==> src/rtl/pds_pkg.sv <==
// Shared types and constants for the packet data switch egress path.
package pds_pkg;

  localparam int SRC_W  = 4;
  localparam int TGT_W  = 4;
  localparam int DATA_W = 8;

  localparam logic [TGT_W-1:0] BCAST_ID_DEFAULT = 4'hF;

  typedef struct packed {
    logic [SRC_W-1:0]  source;
    logic [TGT_W-1:0]  target;
    logic [DATA_W-1:0] data;
  } pds_pkt_t;

  // A port takes packets aimed at itself or at the broadcast address.
  function automatic logic pds_accepts(input logic [TGT_W-1:0] target,
                                       input logic [TGT_W-1:0] my_id,
                                       input logic [TGT_W-1:0] bcast_id);
    return (target == my_id) || (target == bcast_id);
  endfunction

endpackage

==> src/rtl/pds_sync_fifo.sv <==
// Single-clock FIFO; full/empty come from the occupancy count so the
// pointers can wrap freely and push+pop is legal even when full.
module pds_sync_fifo #(
  parameter int WIDTH = 12,
  parameter int DEPTH = 8
) (
  input  logic                     clk,
  input  logic                     reset,
  input  logic                     push,
  input  logic                     pop,
  input  logic [WIDTH-1:0]         wr_data,
  output logic [WIDTH-1:0]         rd_data,
  output logic [$clog2(DEPTH):0]   count,
  output logic                     full,
  output logic                     empty
);

  localparam int PTR_W = $clog2(DEPTH);
  localparam int CNT_W = PTR_W + 1;
  localparam logic [CNT_W-1:0] FULL_CNT = CNT_W'(DEPTH);

  logic [WIDTH-1:0] mem [DEPTH];
  logic [PTR_W-1:0] wr_ptr;
  logic [PTR_W-1:0] rd_ptr;
  logic             pop_ok;
  logic             push_ok;

  assign empty   = (count == '0);
  assign full    = (count == FULL_CNT);
  assign pop_ok  = pop & ~empty;
  assign push_ok = push & (~full | pop_ok);
  assign rd_data = mem[rd_ptr];

  always_ff @(posedge clk) begin
    if (push_ok) begin
      mem[wr_ptr] <= wr_data;
    end
  end

  always_ff @(posedge clk) begin
    if (reset) begin
      wr_ptr <= '0;
      rd_ptr <= '0;
      count  <= '0;
    end else begin
      if (push_ok) begin
        wr_ptr <= wr_ptr + PTR_W'(1);
      end
      if (pop_ok) begin
        rd_ptr <= rd_ptr + PTR_W'(1);
      end
      case ({push_ok, pop_ok})
        2'b10:   count <= count + CNT_W'(1);
        2'b01:   count <= count - CNT_W'(1);
        default: count <= count;
      endcase
    end
  end

endmodule

==> src/rtl/pds_egress_buffer.sv <==
// Egress stage: filters the switch output by target ID, buffers accepted
// packets and hands them to a ready/valid consumer, counting overflow drops.
module pds_egress_buffer
  import pds_pkg::*;
#(
  parameter int               DEPTH    = 8,
  parameter logic [TGT_W-1:0] MY_ID    = 4'h1,
  parameter logic [TGT_W-1:0] BCAST_ID = BCAST_ID_DEFAULT
) (
  input  logic                    clk,
  input  logic                    reset,
  input  logic [15:0]             data_in,
  input  logic                    valid_in,
  output logic [SRC_W-1:0]        pkt_source,
  output logic [DATA_W-1:0]       pkt_data,
  output logic                    pkt_valid,
  input  logic                    pkt_ready,
  output logic [$clog2(DEPTH):0]  fifo_count,
  output logic [7:0]              drop_cnt,
  output logic                    overflow
);

  pds_pkt_t pkt;
  logic     match;
  logic     push;
  logic     pop;
  logic     drop;
  logic     full;
  logic     empty;

  assign pkt       = data_in;
  assign match     = valid_in & pds_accepts(pkt.target, MY_ID, BCAST_ID);
  assign pkt_valid = ~empty;
  assign pop       = pkt_valid & pkt_ready;
  assign push      = match & (~full | pop);
  assign drop      = match & full & ~pop;

  pds_sync_fifo #(
    .WIDTH (SRC_W + DATA_W),
    .DEPTH (DEPTH)
  ) u_fifo (
    .clk     (clk),
    .reset   (reset),
    .push    (push),
    .pop     (pop),
    .wr_data ({pkt.source, pkt.data}),
    .rd_data ({pkt_source, pkt_data}),
    .count   (fifo_count),
    .full    (full),
    .empty   (empty)
  );

  // Drop counter saturates so a long overflow burst never wraps back to a small value.
  always_ff @(posedge clk) begin
    if (reset) begin
      drop_cnt <= '0;
      overflow <= 1'b0;
    end else if (drop) begin
      overflow <= 1'b1;
      if (drop_cnt != 8'hFF) begin
        drop_cnt <= drop_cnt + 8'd1;
      end
    end
  end

endmodule

==> config.mk <==
export PLATFORM = sky130hd
export DESIGN_NAME = pds_egress_buffer
export DESIGN_NICKNAME = d
export VERILOG_FILES = /design/src/rtl/pds_pkg.sv /design/src/rtl/pds_sync_fifo.sv /design/src/rtl/pds_egress_buffer.sv
export SDC_FILE = /design/constraint.sdc
export NUM_CORES = 1
export LEC_CHECK = 0
export BUFFER_PORTS_ARGS = -buffer_cell sky130_fd_sc_hd__buf_2
export CORE_MARGIN = 5
export CORE_UTILIZATION = 40
export CTS_BUF_LIST = sky130_fd_sc_hd__clkbuf_2
export CTS_CLUSTER_SIZE = 12
export DETAILED_ROUTE_END_ITERATION = 7
export PLACE_DENSITY_LB_ADDON = 0.08
export SLEW_MARGIN = 25
export SYNTH_ARGS = -nofsm -noshare
export SYNTH_HDL_FRONTEND = slang
export SYNTH_SLANG_ARGS = --single-unit
==> constraint.sdc <==
create_clock -name clk -period 3.6 [get_ports clk]
set_input_delay 0 -clock clk [delete_from_list [all_inputs] [get_ports clk]]
set_output_delay 0 -clock clk [all_outputs]
set_load 0.05 [all_outputs]
# Word level (Yosys, flattened, before mapping)
# Memory sizes are Yosys's and may differ from the RTL's. A register that Yosys moved wholly into a read port is not among the register bits.
# Cells that the tools add are included.
[word_totals] reg_bits=19 out_inout_bits=26 inputBits=20 ramBits=96 mem_count=1 wordCells=38
[classes] reduce_logical=4 eq_ne=6 addsub=5 n_bitwise=12 muxes=5
[mem_list] name="u_fifo.mem" depth=8 width=12 rd=1 rd_ports_with_merged_regs=1 write_ports=1 line="pds_sync_fifo.sv:22" rtl="logic [WIDTH-1:0] mem [DEPTH];"
[op_table] op="$add 8x1->8 const B" count=1
[op_table] op="$eq 4x4->1 const B" count=2
[op_table] op="$ne 8x8->1 const B" count=1
[op_table] op="$pmux 4 s2" count=1
[op_table] op="$and 1x1->1" count=7
[op_table] op="$add 3x1->3 const B" count=2
[op_table] op="$mux 3" count=2
[op_table] op="$add 4x1->4 const B" count=1
[op_table] op="$eq 4x1->1 const B" count=1
[op_table] op="$logic_not 4->1" count=1
[op_table] op="$sub 4x1->4 const B" count=1
[op_table] op="$not 1->1" count=3
[op_table] op="$eq 2x1->1 const B" count=1
[op_table] op="$eq 2x2->1 const B" count=1
[op_table] op="$mux 1" count=2
[op_table] op="$or 1x1->1" count=2
[op_table] op="$reduce_and 2->1" count=1
[op_table] op="$reduce_bool 2->1" count=1
[op_table] op="$logic_or 1x1->1" count=1

# Longest topological paths before layout
[logic_depth] depth_word=8 ltp_mapped=11 mapped_depth_nobuf=10

# Hierarchy
# From an unflattened synthesis, not the netlist that was laid out.
[unflattened] hier_cells=286 hier_area_um2=4929.7
[by_module_without_submodules] mod="pds_sync_fifo" cells_each=225 seq_area_each_um2=3143.0 n_inst=1 area_per_inst_um2=4436.8
[by_module_without_submodules] mod="pds_egress_buffer" cells_each=61 seq_area_each_um2=180.2 n_inst=1 area_per_inst_um2=493.0

# Worst setup path before layout
# Ideal clock, no wire load.
[synth_timing] path_kind="flip-flop to flip-flop" startpoint="register u_fifo.count[2]" endpoint="register u_fifo.count[3]" arrival_ns=2.680 t_required_ns=3.479 synth_period_minus_slack_ns=2.801 path_slack_ns=0.799 path_buffers=1 stages_incl_launch_ff=9 setup_ns=0.121 path_cell_list="dfxtp_1 or3_1 clkbuf_2 o21ai_0 inv_1 ha_1 or3_1 o32ai_1 mux2_2"
[synth_between] elab_chain_cells=8 elab_cells_between_ends=16 classes_between="add/sub (2); eq/ne (3); mux (1); bitwise (8); reduce/logical (2)"
[synth_rtl] element="start: declaration" line="pds_sync_fifo.sv:13" rtl="output logic [$clog2(DEPTH):0] count,"
[synth_rtl] element="start signal: assignment" line="pds_sync_fifo.sv:53" rtl="2'b10: count <= count + CNT_W'(1);"
[synth_rtl] element="start signal: assignment" line="pds_sync_fifo.sv:54" rtl="2'b01: count <= count - CNT_W'(1);"
[synth_rtl] element="start signal: assignment" line="pds_sync_fifo.sv:55" rtl="default: count <= count;"
[synth_rtl] element="$logic_not 4->1 (*)" line="pds_sync_fifo.sv:28" rtl="assign empty = (count == '0);"
[synth_rtl] element="$not 1->1 (*)" line="pds_sync_fifo.sv:30, pds_egress_buffer.sv:33"
[synth_rtl] element="$and 1x1->1" line="pds_egress_buffer.sv:34" rtl="assign pop = pkt_valid & pkt_ready;"
[synth_rtl] element="$and 1x1->1 (*)" line="pds_sync_fifo.sv:30" rtl="assign pop_ok = pop & ~empty;"
[synth_rtl] element="named net u_fifo.pop_ok" line="pds_sync_fifo.sv:25" rtl="logic pop_ok;"
[synth_rtl] element="$or 1x1->1" line="pds_sync_fifo.sv:31" rtl="assign push_ok = push & (~full | pop_ok);"
[synth_rtl] element="$and 1x1->1" line="pds_sync_fifo.sv:31"
[synth_rtl] element="$eq 2x1->1 / $eq 2x2->1 (equally long branches)" line="pds_sync_fifo.sv:52" rtl="case ({push_ok, pop_ok})"
[synth_rtl] element="$pmux 4 s2 / $reduce_bool 2->1 (equally long branches)"
# Mark *: on every way through the listed nets, which the timed path passes. The rest lies on a longest branch.
# A chain may end at the register's enable or synchronous reset.

# Final worst setup path
[layout_timing] startpoint="register u_fifo.count[2]" endpoint="register u_fifo.count[2]"
# The elaborated chain is that of the path after synthesis.

==> flow_summary.json <==
{
  "outcome": "finished, final reports clean",
  "worstHoldStart": "data_in[4]",
  "rrSetupSlack_ns": 0.81,
  "finalPower_mw": 2.97,
  "numCtsBuffers": 17,
  "peakVddDrop_v": 0.000277,
  "leakage_nw": 1.96,
  "synth_nets": 301,
  "rsz0062_at_grt": "false",
  "fin_crit_ns": 2.79,
  "antenna_found_initial": 0,
  "drt-total-wl_mm": 9.27,
  "syn_avg_cell_area_um2": 17.2,
  "hold_class": "input port to register",
  "num-fill-cells": 1000,
  "postCtsResizedCells": 0,
  "ys_seq_area_frac": 0.704,
  "tritoncts": "yes",
  "hold_viol_final": 0,
  "path_max_fanout": 9,
  "synthTopCellsByCount": "edfxtp_1, mux4_2, dfxtp_1",
  "vias": 2713,
  "yosys_warnings": 0,
  "startpoint_type": "register",
  "ios": 46,
  "p_per_area_nw_per_um2": 523,
  "die_y_um": 119,
  "fmax_mhz": 358,
  "r2r-end": "u_fifo.count[2]",
  "drc": 0,
  "synth_seq_cells": 118,
  "worstPathRequired_ns": 4.19,
  "worst_slew_pin_slew_ns": 0.922,
  "drive_gt1_frac": 0.346,
  "place_hpwl_mm": 5.48,
  "async_reset_ff_frac": 0,
  "endpoint_kind": "register",
  "syn_to_final_growth_pct": 20.4,
  "cts-root-buf": "clkbuf_2",
  "dr.pass1.iters": 4,
  "initial_core_util": 0.410,
  "vias_per_cell": 5.23,
  "holdPathStages": 2,
  "drt_iter0_drc": 130,
  "finalClockSkew_ns": 0.0173,
  "clock_latency_ns": 0.65,
  "synth_cell_types": 35,
  "synth_cells": 275,
  "synthMostInstantiatedCell": "edfxtp_1",
  "synth_edf_count": 96,
  "tns_ns": 0,
  "clk_pin_slew_ns": 0.18,
  "nets": 389,
  "grt_max_degree": 25,
  "cp.arrival_ns": 3.39,
  "htree_levels": 4,
  "synthFlopType": "edfxtp_1",
  "cap_violations": 0,
  "synth_area_leaders": "edfxtp_1, mux4_2, dfxtp_1",
  "port_buffers": 45,
  "yosysTopAreaCell": "edfxtp_1",
  "die_x_um": 119,
  "relSlewSlack": 0.385,
  "syn_area_um2": 4720,
  "netlist.area_leader.share": 0.611,
  "post-route-period-util": 0.776,
  "r2r-start": "u_fifo.count[2]",
  "max-clock-path-buffers": 2,
  "diodes": 0,
  "fp-row-count": 39,
  "grt_pass1_vias": 2819,
  "drv_slew": 0,
  "gp_congestion": 0.802,
  "routedWlPerCell_um": 17.9,
  "final_util": 0.494,
  "rr_worst_depth": 10,
  "setup_viol_count_final": 0,
  "cts_sinks": 118,
  "hold_path_end": "u_fifo.mem[6][4]",
  "core_area_um2": 11500,
  "crit_type": "register to register",
  "ant_nets": 0,
  "grt.overflow.total": 0,
  "grt_pass1_wl_mm": 15.1,
  "die-area_um2": 14100,
  "gr-usage-all-layers": 0.142
}
[final cells by class]
class,instances,area (um^2),area share
flip-flops and latches,118,3320,0.585
multi-input cells,144,1350,0.238
repair buffers,80,548,0.0964
clock inverters,15,186,0.0328
well taps,143,179,0.0315
clock buffers,17,85.1,0.0150
inverters,2,7.51,0.00132
[worst max-delay path by stage]
stage                                from               to  slack [ns]  cells past startpoint
after floorplan           u_fifo.count[2]  u_fifo.count[3]        0.80                      8
after global placement    u_fifo.count[2]  u_fifo.count[3]        0.86                      7
after detailed placement  u_fifo.count[2]  u_fifo.count[3]        0.81                      7
after CTS                        register      pkt_data[6]        0.69                      3
after global routing             register      pkt_data[6]        0.56                      3
final                     u_fifo.count[2]  u_fifo.count[2]        0.81                     10
[registers in the layout (all words and copies together) (netlist names), named ones only]
register	count
u_fifo.wr_ptr	3
overflow	1
u_fifo.count	4
u_fifo.rd_ptr	3
drop_cnt	8
u_fifo.mem	96
[routing by layer]
metal / global-route usage / share of wire / up-vias
li1: - / - / 1283
met3: 0.0458 / 0.048 / 20
met1: 0.179 / 0.44 / 1344
met4: 0.0652 / 0.021 / 0
met2: 0.224 / 0.49 / 66
met5: 0 / 0 / -
[cells in the final DEF (no fill, tap or decap), types with 2 or more instances in the layout]
master	netlist	final
bufinv_16	0	4
nor2b_1	4	4
mux2i_1	2	2
buf_4	0	11
nor2_1	18	18
clkbuf_2	1	17
o21ai_0	11	11
nor3_2	0	2
mux2_2	13	13
nand2_1	4	4
inv_1	2	2
a21oi_1	15	15
mux4_2	24	24
nand2b_1	3	3
dfxtp_1	22	21
ha_1	6	6
clkinv_2	0	7
o31ai_1	3	3
buf_2	3	45
edfxtp_1	96	96
a2111oi_0	2	2
dlygate4sd3_1	0	24
or4_1	2	2
clkinvlp_4	0	3
or2_2	2	2
or3_1	9	9
xor2_1	5	5
nand3_1	7	7
nand3b_1	2	2
[critical path: stages, from the launching register on]
cell     delay, ns
dfxtp_1       0.39
or3_1         0.52
o21ai_0       0.42
inv_1         0.12
ha_1          0.27
xor2_1        0.16
ha_1          0.18
a21oi_1       0.14
xor2_1        0.09
or3_1         0.30
a21oi_1       0.14
[power by group]
part | internal, mW | switching (mW)
registers | 1.49 | 0.0650
logic | 0.213 | 0.268
clock network | 0.447 | 0.487
[kinds of logic (layout without fill, tap and decap cells)]
group	count (synthesis)	count (layout)	share of synthesized area
compound gates	36	36	0.0448
xor+xnor	5	5	0.00928
fa+ha+maj	6	6	0.0159
buf+inv	13	114	0.0114
flops	118	118	0.704
mux	39	39	0.150
simple gates	58	58	0.0649
[through the flow]
stage | hold slack, ns | worst slack, ns | std cells | cell area, um^2
floorplan | 0.0989 | 0.799 | 275 | 4720
CTS | 0.0369 | 0.687 | 519 | 5680
detailed placement | 0.278 | 0.815 | 463 | 5170
finish | 0.138 | 0.808 | 519 | 5680
global route | 0.0450 | 0.561 | 519 | 5680
global placement | 0.272 | 0.861 | 463 | 5170
[repair_timing]
item,4_1_cts,5_1_grt
hold buffers,24,0
endpoints found under the hold margin,118,0
buffers inserted,0,0
setup endpoints to repair,0,0
Power figures use the tool's default switching activity.
